$ cat src/rtl/mesh_wormhole_pkg.sv
// Shared definitions for the mesh wormhole switch allocator: flit type
// encodings, the per-output lock state and small flit-type helpers.
package mesh_wormhole_pkg;

    localparam logic [1:0] FLIT_BODY     = 2'b00;
    localparam logic [1:0] FLIT_TAIL     = 2'b01;
    localparam logic [1:0] FLIT_HEAD     = 2'b10;
    localparam logic [1:0] FLIT_HEADTAIL = 2'b11;

    typedef enum logic {
        IDLE   = 1'b0,
        LOCKED = 1'b1
    } alloc_state_e;

    // A flit that opens a packet and may therefore contend for an output.
    function automatic logic is_head(input logic [1:0] id);
        return (id == FLIT_HEAD) || (id == FLIT_HEADTAIL);
    endfunction

    // A flit whose transfer releases the output lock.
    function automatic logic is_tail(input logic [1:0] id);
        return (id == FLIT_TAIL) || (id == FLIT_HEADTAIL);
    endfunction

endpackage

$ cat src/rtl/mesh_wormhole_allocator_rr_arbiter.sv
// Combinational round-robin arbiter: the first requester at or after ptr_i
// (wrapping modulo N) wins. Returns both a one-hot grant and its index.
module rr_arbiter #(
    parameter int N  = 5,
    parameter int IW = (N > 1) ? $clog2(N) : 1
) (
    input  logic [N-1:0]  req_i,
    input  logic [IW-1:0] ptr_i,
    output logic [N-1:0]  gnt_o,
    output logic [IW-1:0] idx_o
);

    // Scan from the farthest position back toward ptr_i so the nearest
    // requester is the last one written and therefore wins.
    always_comb begin
        int c;
        gnt_o = '0;
        idx_o = '0;
        for (int k = N - 1; k >= 0; k--) begin
            c = int'(ptr_i) + k;
            if (c >= N) c = c - N;
            if (req_i[c]) begin
                gnt_o    = '0;
                gnt_o[c] = 1'b1;
                idx_o    = IW'(c);
            end
        end
    end

endmodule

$ cat src/rtl/mesh_wormhole_allocator.sv
// Wormhole switch allocator for a 5-port mesh node. Each output arbitrates
// among head flits round-robin, then stays locked to the winning input until
// its tail flit transfers. Drives crossbar selects, output valids and input
// FIFO pops. Optional per-output packet counters: define ALLOC_PKT_CNT_EN.
module mesh_wormhole_allocator
    import mesh_wormhole_pkg::*;
#(
    parameter int IN_N      = 5,
    parameter int OUT_M     = 5,
    parameter int FLIT_ID_W = 2
`ifdef ALLOC_PKT_CNT_EN
    ,parameter int CNT_W    = 16
`endif
) (
    input  logic                   clk_i,
    input  logic                   rst_ni,
    input  logic [IN_N-1:0]        in_vld_i,
    input  logic [IN_N*FLIT_ID_W-1:0] in_flit_id_i,
    input  logic [IN_N*OUT_M-1:0]  req_i,
    input  logic [OUT_M-1:0]       out_rdy_i,
    output logic [OUT_M*IN_N-1:0]  xbar_sel_o,
    output logic [OUT_M-1:0]       out_vld_o,
    output logic [IN_N-1:0]        in_pop_o,
    output logic [OUT_M-1:0]       out_busy_o
`ifdef ALLOC_PKT_CNT_EN
    ,output logic [OUT_M*CNT_W-1:0] out_pkt_cnt_o
`endif
);

    localparam int IW = (IN_N > 1) ? $clog2(IN_N) : 1;

    // Pops requested by each output; merged into in_pop_o below.
    logic [OUT_M-1:0][IN_N-1:0] pop_mat;

    genvar gi, gk;
    generate
        for (gi = 0; gi < OUT_M; gi++) begin : g_out
            alloc_state_e          state_q;
            logic [IW-1:0]         owner_q;
            logic [IW-1:0]         rr_ptr_q;
            logic [IN_N-1:0]       cand;
            logic [IN_N-1:0]       win_gnt;
            logic [IW-1:0]         win_idx;
            logic [FLIT_ID_W-1:0]  own_id;
            logic                  locked;
            logic                  own_vld;
            logic                  xfer;

            for (gk = 0; gk < IN_N; gk++) begin : g_cand
                assign cand[gk] = in_vld_i[gk] & req_i[gk*OUT_M + gi]
                                & is_head(in_flit_id_i[gk*FLIT_ID_W +: FLIT_ID_W]);
            end

            rr_arbiter #(.N(IN_N), .IW(IW)) u_arb (
                .req_i (cand),
                .ptr_i (rr_ptr_q),
                .gnt_o (win_gnt),
                .idx_o (win_idx)
            );

            // Outputs are forced quiet while reset is asserted so a
            // mid-packet reset never pops a flit.
            assign locked  = rst_ni & (state_q == LOCKED);
            assign own_vld = locked & in_vld_i[owner_q];
            assign own_id  = in_flit_id_i[int'(owner_q)*FLIT_ID_W +: FLIT_ID_W];
            assign xfer    = own_vld & out_rdy_i[gi];

            assign out_busy_o[gi]               = locked;
            assign out_vld_o[gi]                = own_vld;
            assign xbar_sel_o[gi*IN_N +: IN_N]  = locked ? (IN_N'(1) << owner_q) : '0;
            assign pop_mat[gi]                  = xfer ? (IN_N'(1) << owner_q) : '0;

            // Lock FSM: grant on any head candidate, release after the tail transfers.
            always_ff @(posedge clk_i) begin
                if (!rst_ni) begin
                    state_q  <= IDLE;
                    owner_q  <= '0;
                    rr_ptr_q <= '0;
                end else begin
                    case (state_q)
                        IDLE: begin
                            if (|win_gnt) begin
                                state_q  <= LOCKED;
                                owner_q  <= win_idx;
                                rr_ptr_q <= (win_idx == IW'(IN_N - 1)) ? '0 : win_idx + 1'b1;
                            end
                        end
                        LOCKED: begin
                            if (xfer && is_tail(own_id)) state_q <= IDLE;
                        end
                        default: state_q <= IDLE;
                    endcase
                end
            end

`ifdef ALLOC_PKT_CNT_EN
            logic [CNT_W-1:0] cnt_q;

            // Count completed packets on this output; wraps naturally.
            always_ff @(posedge clk_i) begin
                if (!rst_ni)                     cnt_q <= '0;
                else if (xfer && is_tail(own_id)) cnt_q <= cnt_q + 1'b1;
            end

            assign out_pkt_cnt_o[gi*CNT_W +: CNT_W] = cnt_q;
`endif
        end

`ifndef SYNTHESIS
        for (gk = 0; gk < IN_N; gk++) begin : g_chk
            // A head flit must route to at most one output.
            a_req_onehot: assert property (@(posedge clk_i) disable iff (!rst_ni)
                (in_vld_i[gk] && is_head(in_flit_id_i[gk*FLIT_ID_W +: FLIT_ID_W]))
                    |-> $onehot0(req_i[gk*OUT_M +: OUT_M]));
        end
`endif
    endgenerate

    // An input owns at most one output, so OR-merging pops is safe.
    always_comb begin
        in_pop_o = '0;
        for (int j = 0; j < OUT_M; j++) in_pop_o = in_pop_o | pop_mat[j];
    end

endmodule

$ cat config.mk
export PLATFORM = sky130hd
export DESIGN_NAME = mesh_wormhole_allocator
export DESIGN_NICKNAME = d
export VERILOG_FILES = /design/src/rtl/mesh_wormhole_pkg.sv /design/src/rtl/mesh_wormhole_allocator_rr_arbiter.sv /design/src/rtl/mesh_wormhole_allocator.sv
export SDC_FILE = /design/constraint.sdc
export NUM_CORES = 1
export LEC_CHECK = 0
export BUFFER_PORTS_ARGS = -buffer_cell sky130_fd_sc_hd__buf_2
export CAP_MARGIN = 25
export CORE_MARGIN = 5
export CORE_UTILIZATION = 65
export CTS_CLUSTER_SIZE = 20
export DETAILED_ROUTE_END_ITERATION = 8
export HOLD_SLACK_MARGIN = 0.12
export MAX_ROUTING_LAYER = met4
export PLACE_DENSITY = 0.86
export SLEW_MARGIN = 20
export SYNTH_ARGS = -nofsm -noshare
export SYNTH_HDL_FRONTEND = slang
export SYNTH_SLANG_ARGS = --single-unit
$ cat constraint.sdc
create_clock -name clk_i -period 5.7 [get_ports clk_i]
set_clock_uncertainty 0.15 [all_clocks]
set_input_delay 1.14 -clock clk_i [delete_from_list [all_inputs] [get_ports clk_i]]
set_output_delay 1.14 -clock clk_i [all_outputs]
set_load 0.02 [all_outputs]
==> impl_metrics.env <==
export IMPL_status="completed"
export IMPL_io_buffers=86
export IMPL_power_leakage_nw=4.488
export IMPL_grt_pass1_wl_um=51060
export IMPL_crit_path_start="g_out[4].rr_ptr_q[1]$_SDFFE_PN0P_"
export IMPL_post_cts_buffers=0
export IMPL_ys_types=106
export IMPL_setup_slack_ns=1.099
export IMPL_final_hold_viol_count=0
export IMPL_synth_flop_cell="dfxtp_1"
export IMPL_cts_made_buffers=5
export IMPL_clk_transition_reported_paths_ns=0.06
export IMPL_synthArstFlopShare_pct=0
export IMPL_register_area_sq_um=700.7
export IMPL_vdd_ir_drop_max_v=0.0002522
export IMPL_setup_violations=0
export IMPL_dp_cells=1591
export IMPL_dr_first_iter_drc_count=1190
export IMPL_fp_dieArea_sq_mm=0.01774
export IMPL_worstSkewPairLatency_ns=0.29
export IMPL_first_global_vias=10450
export IMPL_crit_chain="inv_1, ha_1, ha_1, xnor2_1, nand2_1, a41oi_1, o21ai_1, or4_1, a31o_2, o31ai_2, inv_1, ha_1, nor2_1, mux2_2, nor2_1, a211oi_1"
export IMPL_critPathMostFrequentCell="ha_1"
export IMPL_die_y_um=133.2
export IMPL_start_kind="flop"
export IMPL_finalCritPeriodShare_pct=80.72
export IMPL_core_sq_mm=0.01503
export IMPL_path_max_fanout=11
export IMPL_rows=45
export IMPL_firstDrtPassIters=7
export IMPL_hpwl_um=24080
export IMPL_synth_fp_nets=1550
export IMPL_synthCells=1383
export IMPL_r2r_start="g_out[4].rr_ptr_q[1]$_SDFFE_PN0P_"
export IMPL_instances_no_fill=1599
export IMPL_routed_wl_um=31360
export IMPL_worstMarginPinSlew_ns=0.6686
export IMPL_avgSynthCellArea_sq_um=7.131
export IMPL_antenna_left=0
export IMPL_fin_hold_ws_ns=0.3434
export IMPL_n_fill_cell=1286
export IMPL_hp_start="g_out[4].state_q$_SDFF_PN0_"
export IMPL_syn2layout_area_growth_pct=5.240
export IMPL_htree_num_levels=2
export IMPL_rsz0062_at_grt="false"
export IMPL_clock_sinks=35
export IMPL_crit_required_ns=5.75
export IMPL_grt_usage_pct=35.02
export IMPL_power_density_mw_per_mm2=485.1
export IMPL_tritoncts="built"
export IMPL_synth_seq_cells=35
export IMPL_fp_dieW_um=133.2
export IMPL_place_congestion=1.024
export IMPL_yosysSeqAreaShare_pct=7.105
export IMPL_grt_max_degree=36
export IMPL_place_ws_ns=1.181
export IMPL_avgViaCountPerCell=6.984
export IMPL_drv_slew=0
export IMPL_wire_per_inst_um=19.61
export IMPL_pin_count=87
export IMPL_n_antenna_cell=0
export IMPL_end_kind="flop"
export IMPL_critical_path_class="flop to flop"
export IMPL_cts_hold_buf=0
export IMPL_num_vias=11170
export IMPL_cp_slowest_cell="or4_1"
export IMPL_multi_input_area_sq_mm=0.008507
export IMPL_arrival_ns=4.65
export IMPL_max_stage_delay_ns=0.56
export IMPL_antenna_found_initial=0
export IMPL_setup_tns_ns=0
export IMPL_syn_cell_area_sq_mm=0.009862
export IMPL_start_util_pct=65.60
export IMPL_slew_headroom_pct=55.05
export IMPL_ys_warn_count=0
export IMPL_fmax_mhz=217.3
export IMPL_drc=0
export IMPL_cts_root_buf="clkbuf_16"
export IMPL_grt_overflow_total=0
export IMPL_nets=1577
export IMPL_synth_edf_count=0
export IMPL_period_needed_ns=4.601
export IMPL_cts_buffer_depth=2
export IMPL_cap_violations=0
export IMPL_hold_class="flop to flop"
export IMPL_drive_above_1_share_pct=13.11
export IMPL_postCtsResizedCells=0
## cell usage after synthesis (18+ instances only)
cell type  number  area (sq um)
nand2_1       137         514.2
ha_1          115          1439
nor2_1        115         431.7
a21oi_1       105         525.5
o21ai_0        74         370.4
inv_1          67         251.5
nand3_1        57         285.3
nand2b_1       45         281.5
mux2i_1        43         430.4
nor3_1         41         205.2
clkbuf_1       40         150.1
dfxtp_1        35         700.7
and3_1         33         206.5
o22ai_1        25         156.4
nor2b_1        23         143.9
buf_2          22         110.1
xnor2_1        22         192.7
a211oi_1       21         157.7
a21o_1         18         135.1
## logic make-up (layout without fill, tap and decap cells)
group | after synthesis | count (layout) | synth area share, %
XOR/XNOR | 26 | 26 | 2.309
flip-flops | 35 | 35 | 7.105
AO/OA/AOI/OAI | 446 | 446 | 32.16
AND/OR/NAND/NOR | 543 | 543 | 27.86
multiplexers | 63 | 63 | 8.323
adder cells (fa/ha/maj) | 120 | 120 | 15.61
buffers and inverters | 150 | 178 | 6.635
## state kept, by name, indices dropped and copies added (netlist names)
signal and flops:
g_out.state_q 5, g_out.rr_ptr_q 15, g_out.owner_q 15
## where the power goes
part	internal (mW)	total (mW)	switching, mW
clock network	0.161	0.269	0.108
logic	1.69	4.32	2.63
registers	0.318	0.447	0.129
total	2.17	5.03	2.87
## final timing paths
path,endpoint,slack [ns],cells after the start
worst max register to register,g_out[4].rr_ptr_q[2]$_SDFFE_PN0P_,1.10,16
worst min register to register,g_out[4].state_q$_SDFF_PN0_,0.34,2
worst max-delay path,g_out[4].rr_ptr_q[2]$_SDFFE_PN0P_,1.10,16
worst min-delay path,g_out[4].state_q$_SDFF_PN0_,0.34,2
## cells in the final DEF, fill, tap and decap left out, drive strengths merged, types with 7 or more instances in the layout
cell	instances
nor2	115
ha	115
a32oi	7
o21ai	81
nor2b	23
mux4	14
nand3	57
mux2i	43
inv	69
a211oi	21
o22ai	27
xnor2	22
and3	33
or3	9
o31ai	11
a31oi	16
a211o	9
a21boi	11
o211ai	18
nor3	42
a21o	18
or2	18
a21oi	110
nand2	137
a311oi	8
a221oi	8
nand2b	46
and2	12
nand3b	10
dfxtp	35
nand4	12
a22oi	12
buf	99
## through the flow
step / area, sq um / util, % / total power [mW]
final: 10380 / 69.04 / 5.035
after global routing: 10380 / 69.04 / 5.508
after CTS: 10380 / 69.04 / 4.930
after detailed placement: 10240 / 68.10 / 4.635
after global placement: 10240 / 68.10 / 4.572
after floorplan: 9862 / - / 3.800
## final cells by class
class                           count  area share (%)
Multi-Input combinational cell   1198           81.97
Sequential cell                    35           6.751
Timing Repair Buffer               99           5.087
Inverter                           71           2.568
Tap cell                          188           2.266
Clock buffer                        6           1.242
Clock inverter                      2          0.1206
## routing by layer
layer,GRT usage (%),wire length [um]
met1,43.56,12520
met2,56.72,14400
met3,4.909,3108
met4,15.60,1337
met5,-,0
## critical path: cells and delay by family, from the launching register on
family | cells | cell delay [ns]
simple gates | 4 | 0.81
mux | 1 | 0.15
flops | 1 | 0.54
buf+inv | 2 | 0.38
xor+xnor | 1 | 0.29
fa+ha+maj | 3 | 0.86
compound gates | 5 | 1.35
No activity file was read; power rests on OpenSTA's default activity.
